File: config.mk
export PLATFORM = sky130hd
export DESIGN_NAME = branch_resolve_unit
export DESIGN_NICKNAME = d
export VERILOG_FILES = /design/src/rtl/branch_pkg.sv /design/src/rtl/pred_fifo.sv /design/src/rtl/branch_resolve_unit.sv
export SDC_FILE = /design/constraint.sdc
export NUM_CORES = 1
export LEC_CHECK = 0
export ABC_AREA = 0
export CAP_MARGIN = 5
export CORE_MARGIN = 4
export CORE_UTILIZATION = 58
export DETAILED_ROUTE_END_ITERATION = 16
export GPL_TIMING_DRIVEN = 0
export PLACE_DENSITY = 0.95
export SLEW_MARGIN = 20
export SYNTH_ARGS = -nofsm -noshare
export SYNTH_HDL_FRONTEND = slang
export SYNTH_SLANG_ARGS = --single-unit
File: constraint.sdc
create_clock -name clk -period 17.6 [get_ports clk]
set_input_delay 3.52 -clock clk [delete_from_list [all_inputs] [get_ports clk]]
set_output_delay 3.52 -clock clk [all_outputs]
set_load 0.1 [all_outputs]
File: src/rtl/branch_pkg.sv
`default_nettype none
// ============================================================================
// branch_pkg : shared types for the execute-side branch resolution slice
// Rev 1.0
// ============================================================================
package branch_pkg;
   localparam int unsigned INSN_BYTES = 4;

   typedef struct packed {
      logic [63:0] pc;
      logic        hit;
      logic        taken;
      logic [63:0] target;
   } pred_entry_t;

   typedef enum logic [1:0] {
      IDLE  = 2'd0,
      ISSUE = 2'd1,
      HOLD  = 2'd2
   } res_state_e;
endpackage
`default_nettype wire

File: src/rtl/pred_fifo.sv
`default_nettype none
// ============================================================================
// pred_fifo : in-order in-flight prediction queue; flush beats push and pop
// Rev 1.0
// ============================================================================
module pred_fifo
   import branch_pkg::*;
#(
   parameter int DEPTH = 4,
   parameter int PTR_W = $clog2(DEPTH)
) (
   input  logic             clk,
   input  logic             rst_n,
   input  logic             push,
   input  pred_entry_t      push_data,
   input  logic             pop,
   input  logic             flush,
   output pred_entry_t      head_data,
   output logic [PTR_W:0]   count,
   output logic             full
);
   localparam logic [PTR_W:0] FULL_CNT = (PTR_W+1)'(DEPTH);

   pred_entry_t      mem_q [DEPTH];
   pred_entry_t      mem_d [DEPTH];
   logic [PTR_W-1:0] head_q, head_d, tail_q, tail_d;
   logic [PTR_W:0]   count_q, count_d;
   logic             do_push, do_pop;

   assign full      = (count_q == FULL_CNT);
   assign count     = count_q;
   assign head_data = mem_q[head_q];
   assign do_push   = push && !full && !flush;
   assign do_pop    = pop && (count_q != '0) && !flush;

   always_comb begin
      mem_d = mem_q;
      if (do_push) mem_d[tail_q] = push_data;
      // Pointers wrap naturally because DEPTH is a power of two
      head_d  = flush ? '0 : head_q + PTR_W'(do_pop);
      tail_d  = flush ? '0 : tail_q + PTR_W'(do_push);
      count_d = flush ? '0 : count_q + {{PTR_W{1'b0}}, do_push} - {{PTR_W{1'b0}}, do_pop};
   end

   always_ff @(posedge clk or negedge rst_n) begin
      if (!rst_n) begin
         head_q  <= '0;
         tail_q  <= '0;
         count_q <= '0;
      end else begin
         head_q  <= head_d;
         tail_q  <= tail_d;
         count_q <= count_d;
      end
   end

   always_ff @(posedge clk) begin
      mem_q <= mem_d;
   end
endmodule
`default_nettype wire

File: src/rtl/branch_resolve_unit.sv
`default_nettype none
// ============================================================================
// branch_resolve_unit : checks fetch predictions against execute outcomes,
// issues redirects and stall-safe BTB commands. Option: BRANCH_RESOLVE_STATS_EN
// Rev 1.0
// ============================================================================
module branch_resolve_unit
   import branch_pkg::*;
#(
   parameter int DEPTH = 4,
   parameter int PTR_W = $clog2(DEPTH)
) (
   input  logic        clk,
   input  logic        rst_n,
   input  logic        in_pred_valid,
   input  logic [63:0] in_pred_pc,
   input  logic        in_pred_hit,
   input  logic        in_pred_taken,
   input  logic [63:0] in_pred_target,
   input  logic        in_res_valid,
   input  logic        in_res_taken,
   input  logic [63:0] in_res_target,
   input  logic        in_stall,
   output logic        out_pred_ready,
   output logic        out_redirect,
   output logic [63:0] out_redirect_pc,
   output logic        out_write_to_bp,
   output logic [63:0] out_branch_source,
   output logic [63:0] out_branch_target,
   output logic        out_is_update_state,
   output logic [63:0] out_source,
`ifdef BRANCH_RESOLVE_STATS_EN
   output logic [31:0] out_stat_resolved,
   output logic [31:0] out_stat_mispredict,
`endif
   output logic        out_is_actual_branch_taken
);
   res_state_e     state_q, state_d;
   pred_entry_t    head, push_entry;
   logic [PTR_W:0] fifo_count;
   logic           fifo_full, push, pop, flush, mispredict, write_en;
   logic [63:0]    actual_pc;

   logic        redirect_q, redirect_d, write_q, write_d, update_q, update_d, dir_q, dir_d;
   logic [63:0] redirect_pc_q, redirect_pc_d, bsrc_q, bsrc_d, btgt_q, btgt_d, src_q, src_d;

   assign push_entry = '{pc: in_pred_pc, hit: in_pred_hit, taken: in_pred_taken,
                         target: in_pred_target};
   assign push  = in_pred_valid && out_pred_ready && !in_stall;
   assign pop   = in_res_valid && (fifo_count != '0) && (state_q == IDLE) && !in_stall;
   // Everything younger than a mispredicted branch is wrong-path, including a same-cycle push
   assign flush = (state_q == ISSUE) && redirect_q;

   pred_fifo #(.DEPTH(DEPTH), .PTR_W(PTR_W)) u_fifo (
      .clk       (clk),
      .rst_n     (rst_n),
      .push      (push),
      .push_data (push_entry),
      .pop       (pop),
      .flush     (flush),
      .head_data (head),
      .count     (fifo_count),
      .full      (fifo_full)
   );

   assign out_pred_ready = !fifo_full;
   assign actual_pc  = in_res_taken ? in_res_target : head.pc + 64'(INSN_BYTES);
   assign mispredict = (head.taken != in_res_taken) ||
                       (in_res_taken && (head.target != in_res_target));
   // Allocate on a taken miss, or refresh a hit entry whose stored target is stale
   assign write_en   = in_res_taken && (!head.hit || (head.target != in_res_target));

   always_comb begin
      state_d       = state_q;
      redirect_d    = redirect_q;
      redirect_pc_d = redirect_pc_q;
      write_d       = write_q;
      bsrc_d        = bsrc_q;
      btgt_d        = btgt_q;
      update_d      = update_q;
      src_d         = src_q;
      dir_d         = dir_q;
      case (state_q)
         IDLE: begin
            if (pop) begin
               state_d       = ISSUE;
               redirect_d    = mispredict;
               redirect_pc_d = actual_pc;
               write_d       = write_en;
               bsrc_d        = write_en ? head.pc : '0;
               btgt_d        = write_en ? in_res_target : '0;
               update_d      = head.hit;
               src_d         = head.hit ? head.pc : '0;
               dir_d         = head.hit && in_res_taken;
            end
         end
         ISSUE, HOLD: begin
            if (in_stall) begin
               state_d = HOLD;
            end else begin
               state_d       = IDLE;
               redirect_d    = 1'b0;
               redirect_pc_d = '0;
               write_d       = 1'b0;
               bsrc_d        = '0;
               btgt_d        = '0;
               update_d      = 1'b0;
               src_d         = '0;
               dir_d         = 1'b0;
            end
         end
         default: state_d = IDLE;
      endcase
   end

   always_ff @(posedge clk or negedge rst_n) begin
      if (!rst_n) begin
         state_q       <= IDLE;
         redirect_q    <= 1'b0;
         redirect_pc_q <= '0;
         write_q       <= 1'b0;
         bsrc_q        <= '0;
         btgt_q        <= '0;
         update_q      <= 1'b0;
         src_q         <= '0;
         dir_q         <= 1'b0;
      end else begin
         state_q       <= state_d;
         redirect_q    <= redirect_d;
         redirect_pc_q <= redirect_pc_d;
         write_q       <= write_d;
         bsrc_q        <= bsrc_d;
         btgt_q        <= btgt_d;
         update_q      <= update_d;
         src_q         <= src_d;
         dir_q         <= dir_d;
      end
   end

   assign out_redirect               = redirect_q;
   assign out_redirect_pc            = redirect_pc_q;
   assign out_write_to_bp            = write_q;
   assign out_branch_source          = bsrc_q;
   assign out_branch_target          = btgt_q;
   assign out_is_update_state        = update_q;
   assign out_source                 = src_q;
   assign out_is_actual_branch_taken = dir_q;

`ifdef BRANCH_RESOLVE_STATS_EN
   logic [31:0] stat_res_q, stat_res_d, stat_mis_q, stat_mis_d;
   logic        retire;

   assign retire = ((state_q == ISSUE) || (state_q == HOLD)) && !in_stall;

   always_comb begin
      stat_res_d = stat_res_q;
      stat_mis_d = stat_mis_q;
      if (retire && (stat_res_q != 32'hFFFF_FFFF)) stat_res_d = stat_res_q + 32'd1;
      if (retire && redirect_q && (stat_mis_q != 32'hFFFF_FFFF)) stat_mis_d = stat_mis_q + 32'd1;
   end

   always_ff @(posedge clk or negedge rst_n) begin
      if (!rst_n) begin
         stat_res_q <= '0;
         stat_mis_q <= '0;
      end else begin
         stat_res_q <= stat_res_d;
         stat_mis_q <= stat_mis_d;
      end
   end

   assign out_stat_resolved   = stat_res_q;
   assign out_stat_mispredict = stat_mis_q;
`endif
endmodule
`default_nettype wire

==> results of run 1 <==
-- placed cells by master (no fill, tap or decap), drive strengths merged, types with 2 or more instances in the layout --
cell and count:
edfxtp 520, dfrtp 269, nor3 19, a21oi 3, nor4 30, or2 3
nor2 27, buf 85, nand2 42, mux2i 3, a22o 203, o21ai 67
nand3 19, xor2 78, and3 6, a21o 3, mux4 130, and2 9
clkinv 17, diode 23, nand4 18, clkinvlp 2, or3 7, clkdlybuf4s50 458
a22oi 50, clkbuf 163, inv 20, bufinv 10, nand4b 3, or4 2
ha 9, xnor2 49
-- worst max path at each step --
stage / from / end / slack [ns] / cells after the start
floorplan: in_stall / u_fifo.mem_q[390]$_DFFE_PP_ / 3.49 / 2
global placement: in_stall / u_fifo.mem_q[486]$_DFFE_PP_ / -4.60 / 3
detailed placement: in_stall / out_branch_target[38]$_DFFE_PN0P_ / 10.37 / 7
CTS: in_stall / out_branch_target[38]$_DFFE_PN0P_ / 11.04 / 7
global route: in_stall / out_branch_source[35]$_DFFE_PN0P_ / 11.01 / 9
finish: in_stall / out_redirect_pc[11]$_DFFE_PN0P_ / 11.01 / 8
-- cell type report --
type	count	share of cell area [%]
sequential	789	56.4
multi-input combinational	788	19.9
timing repair buffer	495	13.0
clock buffer	112	5.71
tap	688	2.17
buffer	99	1.56
clock inverter	30	1.02
inverter	19	0.180
antenna	23	0.145
-- where the power goes --
part	switching [mW]	internal (mW)	leakage, nW	total, mW
combinational	2.81	1.03	4.75	3.84
sequential	0.212	2.34	8.38	2.55
clock	0.698	1.04	1.30	1.74
total	3.72	4.41	14.4	8.14
-- logic make-up (layout without fill, tap and decap cells) --
| logic type | count (synthesis) | after routing | share of synthesized area (%) |
|---|---|---|---|
| DFF | 789 | 789 | 72.3 |
| AOI/OAI and AO/OA | 329 | 329 | 8.24 |
| and+or+nand+nor | 189 | 189 | 3.61 |
| muxes | 133 | 133 | 9.57 |
| xor gates and xnor gates | 127 | 127 | 3.60 |
| buffers and inverters | 118 | 755 | 2.22 |
| adders and majority gates | 10 | 10 | 0.429 |
| other | 0 | 23 | 0 |
-- layer usage --
metal  vias to the layer above  part of all wire (%)  routed length (um)  GRT usage, %
met5                         -                 0.057                  61             0
met4                        10                   7.0                7410          21.6
met3                       412                    14               14400          12.6
met2                      1847                    46               48800          56.2
met1                     10500                    34               35800          47.3
li1                       7951                     -                   -             -
-- state kept, by name, indices dropped and copies added, names as in the netlist --
name and flops:
out_redirect_pc 64, out_branch_target 64, out_redirect 1, out_source 64, out_branch_source 64, u_fifo.count 3
u_fifo.mem_q 520, out_is_actual_branch_taken 1, out_is_update_state 1, u_fifo.head_q 2, u_fifo.tail_q 2, state_q 2
out_write_to_bp 1
-- metrics by stage --
stage               hold WS [ns]  instance area, um^2  setup TNS, ns  setup WS (ns)  utilization (%)
finish                     0.477                39700              0          11.01             75.3
floorplan                  0.532                30900              0           3.49                -
global route               0.499                39600              0          11.01             75.3
global placement           0.466                36400        -595.72          -4.60             69.1
detailed placement         0.482                36900              0          10.37             70.1
CTS                        0.479                39600              0          11.04             75.2
==> impl_metrics.tcl, run 1 <==
set metrics [dict create \
    status "complete, no violations" \
    post_cts_buffers 0 \
    cts_inserted_buffers 78 \
    slowest_stage "clkbuf_1" \
    track_usage_pct 37.1 \
    min_to "out_write_to_bp$_DFFE_PN0P_" \
    hold_start "out_write_to_bp$_DFFE_PN0P_" \
    numPlacedInstances 2878 \
    antenna_found_initial 25 \
    cts.clk_slew.worst_paths_ns 0.06 \
    slew_headroom_pct 21.3 \
    yosysTopAreaCell "edfxtp_1" \
    fill_cells 2817 \
    min_period_over_period_pct 37.4 \
    clk_latency_ns 0.62 \
    drive_above_1_share_pct 15.3 \
    core-area_um2 52700 \
    drc 0 \
    drv_slew 0 \
    timing.rr.start "u_fifo.head_q[1]$_DFF_PN0_" \
    cp_num_buf_inv 5 \
    clockBufferDepth 3 \
    r2r_slack_ns 13.04 \
    regArea_um2 22300 \
    place_hpwl_um 74800 \
    grt_pass1_wl_um 150000 \
    first_pass_iters 8 \
    htree_levels 3 \
    synth_nets 1905 \
    multi_input_area_um2 7890 \
    ys_async_sr_fraction_pct 34.1 \
    synth_area_leaders "edfxtp_1 (51%), dfrtp_1 (22%), mux4_2 (9.5%)" \
    instances_no_fill 3043 \
    ir_drop_mv 0.215 \
    synth_cells 1695 \
    crit_type "in2reg" \
    crit_path_frequent_cell "clkbuf_1" \
    reg2regPathDepth 12 \
    synthTopCellsByCount "edfxtp_1 (520), dfrtp_1 (269), a22o_1 (203), mux4_2 (130), xor2_1 (78)" \
    wire_per_inst_um 35.0 \
    synth_flop_cell "edfxtp_1" \
    cts_tree "built" \
    wl_um 106000 \
    ys_seq_area_share_pct 72.3 \
    numClockSinks 789 \
    setup_violations 0 \
    holdCritPathClass "reg2reg" \
    design.portCount 461 \
    route.antenna.remaining_nets 0 \
    cp-end-kind "register" \
    critical-path-top-delay-family "buffers and inverters" \
    rows 84 \
    overflow 0 \
    die_h_um 239 \
    gp_congestion 0.930 \
    cpPeakStageDelay_ns 0.74 \
    synth_edf_count 520 \
    initial_core_util_pct 58.7 \
    grt_pass1_vias 20900 \
    crit_chain "clkdlybuf4s50_1 -> or3_1 -> a22o_1 -> clkbuf_1 -> clkbuf_1 -> buf_6 -> clkbuf_1 -> a22o_1" \
    area_growth_pct 28.3 \
    r2r_end "out_branch_source[37]$_DFFE_PN0P_" \
    min_path_cells 1 \
    viasPerCell 6.80 \
    io_buffer_count 460 \
    dieArea_um2 57000 \
    final.min_clock_period_ns 6.59 \
    drt_iter0_drc 2827 \
    worstPathMaxFanout 10 \
    die_w_um 239 \
    p_total_mw 8.14 \
    cp.arrival_ns 7.13 \
    p_leak_nw 14.4 \
    vias 20700 \
    p_per_area_nw_per_um2 205 \
    fin_nets 2480 \
    ctsResizeCount 0 \
    yosysMostFrequentCell "edfxtp_1" \
    fmax_mhz 152 \
    hold_violations 0 \
    grt_setup_unrepaired "no" \
    grt_max_degree 100 \
    yosysUniqueCellTypes 46 \
    cp-start-kind "input pin" \
    yosysWarnings 0 \
    ctsHoldBuffers 0 \
    cts-root-buf "clkbuf_16" \
    synth_area_um2 30900 \
    fin_worst_skew_ns 0.0267 \
    worstPathRequired_ns 18.15 \
    maxCapViolCount 0 \
    yosysTopAreaCellShare_pct 50.5 \
    syn_area_per_cell_um2 18.2 \
    worst_pin_slew_ns 1.18 \
    ys_ff_latch 789 \
]
No activity file was read; power rests on OpenSTA's default activity.
==> run 2, diff against run 1 <==
Settings changed: CORE_UTILIZATION 58 to 49, PLACE_DENSITY 0.95 to 0.86.
Clock period 17.6 ns to 5.6 ns, I/O delays scaled along.
==> run 2 against run 1 <==
Compared with the run above: count of clock-buffer cells in the layout grew 1; combinational power increased to 3.2 times the previous value; clock power rose to 3.1 times the previous value; highest routed layer unchanged; wire length down 1.1%; critical endpoint is now out_branch_source[29]$_DFFE_PN0P_.
==> impl_metrics.tcl, run 2 (synthesis gave the netlist of run 1 again) <==
set metrics [dict create \
    rows 91 \
    r2r_end "out_branch_source[29]$_DFFE_PN0P_" \
    regMostFlops "u_fifo.mem_q" \
    cp-start-kind "register" \
    min_period_over_period_pct 89.1 \
    setup_violations 0 \
    crit_path_end "out_branch_source[29]$_DFFE_PN0P_" \
    drive_above_1_share_pct 15.5 \
    slew_headroom_pct 19.7 \
    design.portCount 461 \
    clockBufferDepth 3 \
    crit_type "reg2reg" \
    post_cts_buffers 0 \
    crit_chain "buf_4 -> buf_6 -> buf_2 -> mux4_2 -> xor2_1 -> nor4_1 -> nand4_1 -> nor4_2 -> a21boi_1 -> buf_2 -> buf_2 -> a22o_1" \
    ctsResizeCount 0 \
    wl_um 105000 \
    ir_drop_mv 0.673 \
    p_per_area_nw_per_um2 639 \
    reg2regPathDepth 12 \
    worstPathMaxFanout 10 \
    clk_latency_ns 0.64 \
    holdCritPathClass "in2async" \
    cts_tree "built" \
    route.antenna.remaining_nets 0 \
    gp_congestion 0.905 \
    numClockSinks 789 \
    antenna_found_initial 16 \
    overflow 0 \
    place_ws_ns 0.573 \
    vias 20000 \
    cts.clk_slew.worst_paths_ns 0.06 \
    p_leak_nw 14.5 \
    final_cell_mix "edfxtp_1 (520), clkdlybuf4s50_1 (457), dfrtp_1 (269)" \
    cp-end-kind "register" \
    slowest_stage "nor4_1" \
    p_total_mw 25.5 \
    largest_reg_flops 520 \
    io_buffer_count 460 \
    wire_per_inst_um 33.1 \
    fill_cells 4039 \
    finalSetupTns_ns 0 \
    track_usage_pct 30.9 \
    htree_levels 3 \
    die_w_um 259 \
    status "complete, no violations" \
    multi_input_area_um2 7900 \
    viasPerCell 6.28 \
    fmax_mhz 200 \
    drt_iter0_drc 2565 \
    fin_nets 2480 \
    layout_setup_ws_ns 0.611 \
    grt_pass1_wl_um 148000 \
    timing.rr.start "u_fifo.head_q[1]$_DFF_PN0_" \
    final_common_cell "edfxtp_1" \
    worst_pin_slew_ns 1.20 \
    die_h_um 259 \
    crit_start "u_fifo.head_q[1]$_DFF_PN0_" \
    grt_setup_unrepaired "no" \
    first_pass_iters 5 \
    hold_violations 0 \
    fin_worst_skew_ns 0.0277 \
    place_hpwl_um 76800 \
    worstPathRequired_ns 6.11 \
    utilization_pct 64.3 \
    cts-root-buf "clkbuf_16" \
    cts_inserted_buffers 81 \
    drc 0 \
    final.min_clock_period_ns 4.99 \
    grt_pass1_vias 20400 \
    maxCapViolCount 0 \
    regArea_um2 22300 \
    cpPeakStageDelay_ns 0.62 \
    grt_max_degree 92 \
    core-area_um2 62100 \
    initial_core_util_pct 49.8 \
    whs_ns 0.356 \
    dieArea_um2 67100 \
    ctsHoldBuffers 0 \
    cp.arrival_ns 5.50 \
    drv_slew 0 \
    crit_path_frequent_cell "buf_2" \
    area_growth_pct 29.2 \
    r2r_slack_ns 0.61 \
]
==> run 2: cell count changes in the layout (fill, tap and decap cells not counted), moves of 3 or more <==
cell and change:
buf_4 -14, diode_2 -13, buf_16 +6, buf_6 +5
bufinv_16 -5, clkbuf_16 +5, clkinv_2 +5, buf_12 -3
buf_8 +3, clkbuf_8 -3
==> run 2: report_power, final <==
part	internal (mW)	total [mW]	switching [mW]
Combinational	3.25	12.1	8.84
Clock	3.17	5.44	2.27
Sequential	7.35	7.99	0.642
==> run 2: worst min-delay path by stage <==
stage	to	depth (start not counted)	slack, ns	from
floorplan	u_fifo.count[2]$_DFF_PN0_	2	0.53	u_fifo.count[2]$_DFF_PN0_
finish	out_branch_target[47]$_DFFE_PN0P_	1	0.36	rst_n
global placement	out_write_to_bp$_DFFE_PN0P_	1	0.47	out_write_to_bp$_DFFE_PN0P_
detailed placement	out_write_to_bp$_DFFE_PN0P_	1	0.48	out_write_to_bp$_DFFE_PN0P_
CTS	out_branch_target[47]$_DFFE_PN0P_	1	0.35	rst_n
global route	out_branch_target[47]$_DFFE_PN0P_	1	0.37	rst_n
==> run 2: worst max-delay path, delay by kind of cell (launching register included) <==
| kind | cells | cell delay [ns] |
|---|---|---|
| mux | 1 | 0.41 |
| simple gates | 3 | 1.51 |
| flops | 1 | 0.49 |
| compound gates | 2 | 0.60 |
| xor+xnor | 1 | 0.16 |
| buf+inv | 5 | 1.65 |
==> run 2: cell type report <==
class,instances,share of cell area (%)
flip-flops and latches,789,56.0
clock inverters,37,0.846
well taps,837,2.62
repair buffers,492,13.1
diodes,10,0.0627
inverters,19,0.179
clock buffers,113,5.87
plain buffers,99,1.55
multi-input cells,788,19.8
==> run 2: routing by layer <==
layer,part of all wire [%],vias up,GRT usage [%]
met5,0.066,-,0
met4,4.6,10,11.9
met3,13,268,11.2
met1,35,10300,39.2
li1,-,7945,-
met2,47,1441,49.5
==> run 2: through the flow <==
step / instance area, um^2 / cells
floorplan: 30900 / 1695
global placement: 36600 / 2992
detailed placement: 37200 / 3024
CTS: 39900 / 3174
global route: 39900 / 3178
finish: 39900 / 3184
==> run 3, diff against run 2 <==
Settings changed: REMOVE_ABC_BUFFERS set to 1.
==> run 3 against run 2 <==
Compared with the run above: global-route usage shrank 4.7 points; sequential power is essentially flat; clock skew grew 0.0046 ns; hold slack gained 0.12 ns; count of clock-buffer cells in the layout shrank 11; die area is the same; power shrank 2.7%; via count shrank 5.3%; highest routed layer unchanged; sequential cell count is the same.
==> impl_metrics.tcl, run 3 (synthesis gave the netlist of run 1 again) <==
set metrics [dict create \
    status "complete, no violations" \
    min_path_cells 1 \
    post_cts_buffers 0 \
    final_cell_mix "edfxtp_1 (520), clkdlybuf4s50_1 (458), dfrtp_1 (267)" \
    grt_busiest_layer "met2" \
    final_common_cell "edfxtp_1" \
    maxCapViolCount 0 \
    dieArea_um2 67100 \
    htree_levels 3 \
    r2r_end "out_branch_source[42]$_DFFE_PN0P_" \
    grt_pass1_wl_um 132000 \
    route.antenna.remaining_nets 0 \
    hold_violations 0 \
    drt_iter0_drc 1981 \
    numClockSinks 789 \
    r2r_slack_ns 0.77 \
    power_switching_mw 11.2 \
    comb_power_share_pct 46.2 \
    fin_worst_skew_ns 0.0323 \
    grt_max_degree 100 \
    first_pass_iters 5 \
    overflow 0 \
    core-area_um2 62100 \
    whs_ns 0.478 \
    ir_drop_mv 0.555 \
    gp_congestion 0.823 \
    rows 91 \
    met3_usage_pct 5.86 \
    crit_type "reg2reg" \
    cp-end-kind "register" \
    use_met2_pct 43.0 \
    wire_per_inst_um 28.3 \
    cp-start-kind "register" \
    numPlacedInstances 2947 \
    area_growth_pct 28.8 \
    worst_pin_slew_ns 1.13 \
    min_period_over_period_pct 86.3 \
    fmax_mhz 207 \
    p_total_mw 24.8 \
    largest_reg_flops 520 \
    cts.clk_slew.worst_paths_ns 0.06 \
    reg2regPathDepth 12 \
    post-route-cell-area_um2 39800 \
    ctsResizeCount 0 \
    ctsHoldBuffers 0 \
    io_buffer_count 460 \
    swShare_pct 44.9 \
    utilization_pct 64.1 \
    cp.arrival_ns 5.33 \
    clk_latency_ns 0.63 \
    dpl_cell_area_um2 37100 \
    cts-root-buf "clkbuf_16" \
    cts_tree "built" \
    pwr-share-seq_pct 32.2 \
    drv_slew 0 \
    p_leak_nw 14.4 \
    timing.rr.start "u_fifo.head_q[0]$_DFF_PN0_" \
    p_clk_share_pct 21.6 \
    regMostFlops "u_fifo.mem_q" \
    clockBufferDepth 3 \
    instances_no_fill 3113 \
    slew_headroom_pct 24.4 \
    drc 0 \
    antenna_found_initial 23 \
    design.portCount 461 \
    worstPathRequired_ns 6.10 \
    grt_pass1_vias 20200 \
    grtUsageMet1_pct 33.7 \
    cts_inserted_buffers 80 \
    viasPerCell 6.08 \
    die_h_um 259 \
    vias 18900 \
    grt_setup_unrepaired "no" \
    worstPathMaxFanout 33 \
    p_per_area_nw_per_um2 624 \
    wl_um 88200 \
    p_int_mw 13.7 \
    track_usage_pct 26.3 \
    initial_core_util_pct 49.8 \
    final.min_clock_period_ns 4.83 \
    place_hpwl_um 60100 \
    min_to "out_is_update_state$_DFFE_PN0P_" \
    drive_above_1_share_pct 15.4 \
    die_w_um 259 \
    setup_violations 0 \
    hold_start "out_is_update_state$_DFFE_PN0P_" \
    fin_nets 2403 \
    holdCritPathClass "reg2reg" \
]
[run 3: worst max-delay path by stage]
stage,from,endpoint,slack [ns]
floorplan,u_fifo.count[1]$_DFF_PN0_,u_fifo.mem_q[390]$_DFFE_PP_,-6.19
global placement,in_stall,u_fifo.mem_q[443]$_DFFE_PP_,-14.89
detailed placement,in_stall,out_branch_source[39]$_DFFE_PN0P_,0.42
CTS,u_fifo.head_q[0]$_DFF_PN0_,out_branch_target[32]$_DFFE_PN0P_,0.70
global route,u_fifo.head_q[0]$_DFF_PN0_,out_branch_source[46]$_DFFE_PN0P_,0.37
finish,u_fifo.head_q[0]$_DFF_PN0_,out_branch_source[42]$_DFFE_PN0P_,0.77
[run 3: worst max-delay path: stages (launching register included)]
cell      delay [ns]
dfrtp_4         0.68
buf_12          0.29
buf_16          0.29
mux4_2          0.55
xor2_1          0.15
nor4_1          0.65
nand4_1         0.34
nor4_2          0.60
a21boi_4        0.26
buf_16          0.24
buf_16          0.17
buf_16          0.17
a22o_1          0.20
[run 3: power by group through the flow]
stage / clock network, mW / logic (mW) / registers, mW
2_1_floorplan: 0 / 3.13 / 13.0
3_3_place_gp: 0 / 10.5 / 8.50
3_5_place_dp: 0 / 11.4 / 8.07
4_1_cts: 5.45 / 11.5 / 7.99
5_1_grt: 5.70 / 11.9 / 8.10
6_report: 5.37 / 11.5 / 8.00
[run 3: area by class of cell]
| class | instances | area (um^2) |
|---|---|---|
| fill | 3989 | 22300 |
| multi-input combinational | 788 | 7930 |
| timing repair buffer | 515 | 5680 |
| antenna | 17 | 42.5 |
| tap | 837 | 1050 |
| inverter | 19 | 71.3 |
| clock inverter | 46 | 468 |
| clock buffer | 102 | 2200 |
| sequential | 789 | 22400 |
[run 3: metrics by stage]
step / setup slack (ns) / TNS [ns]
after floorplan: -6.19 / -2231.10
after global placement: -14.89 / -8385.25
after detailed placement: 0.417 / 0
after CTS: 0.702 / 0
after global routing: 0.372 / 0
final: 0.767 / 0
[run 3: routing by layer]
layer | wire length (um) | up-vias
met3 | 7080 | 232
li1 | - | 7813
met1 | 32900 | 9874
met2 | 43800 | 1013
met4 | 4320 | 10
met5 | 68 | -
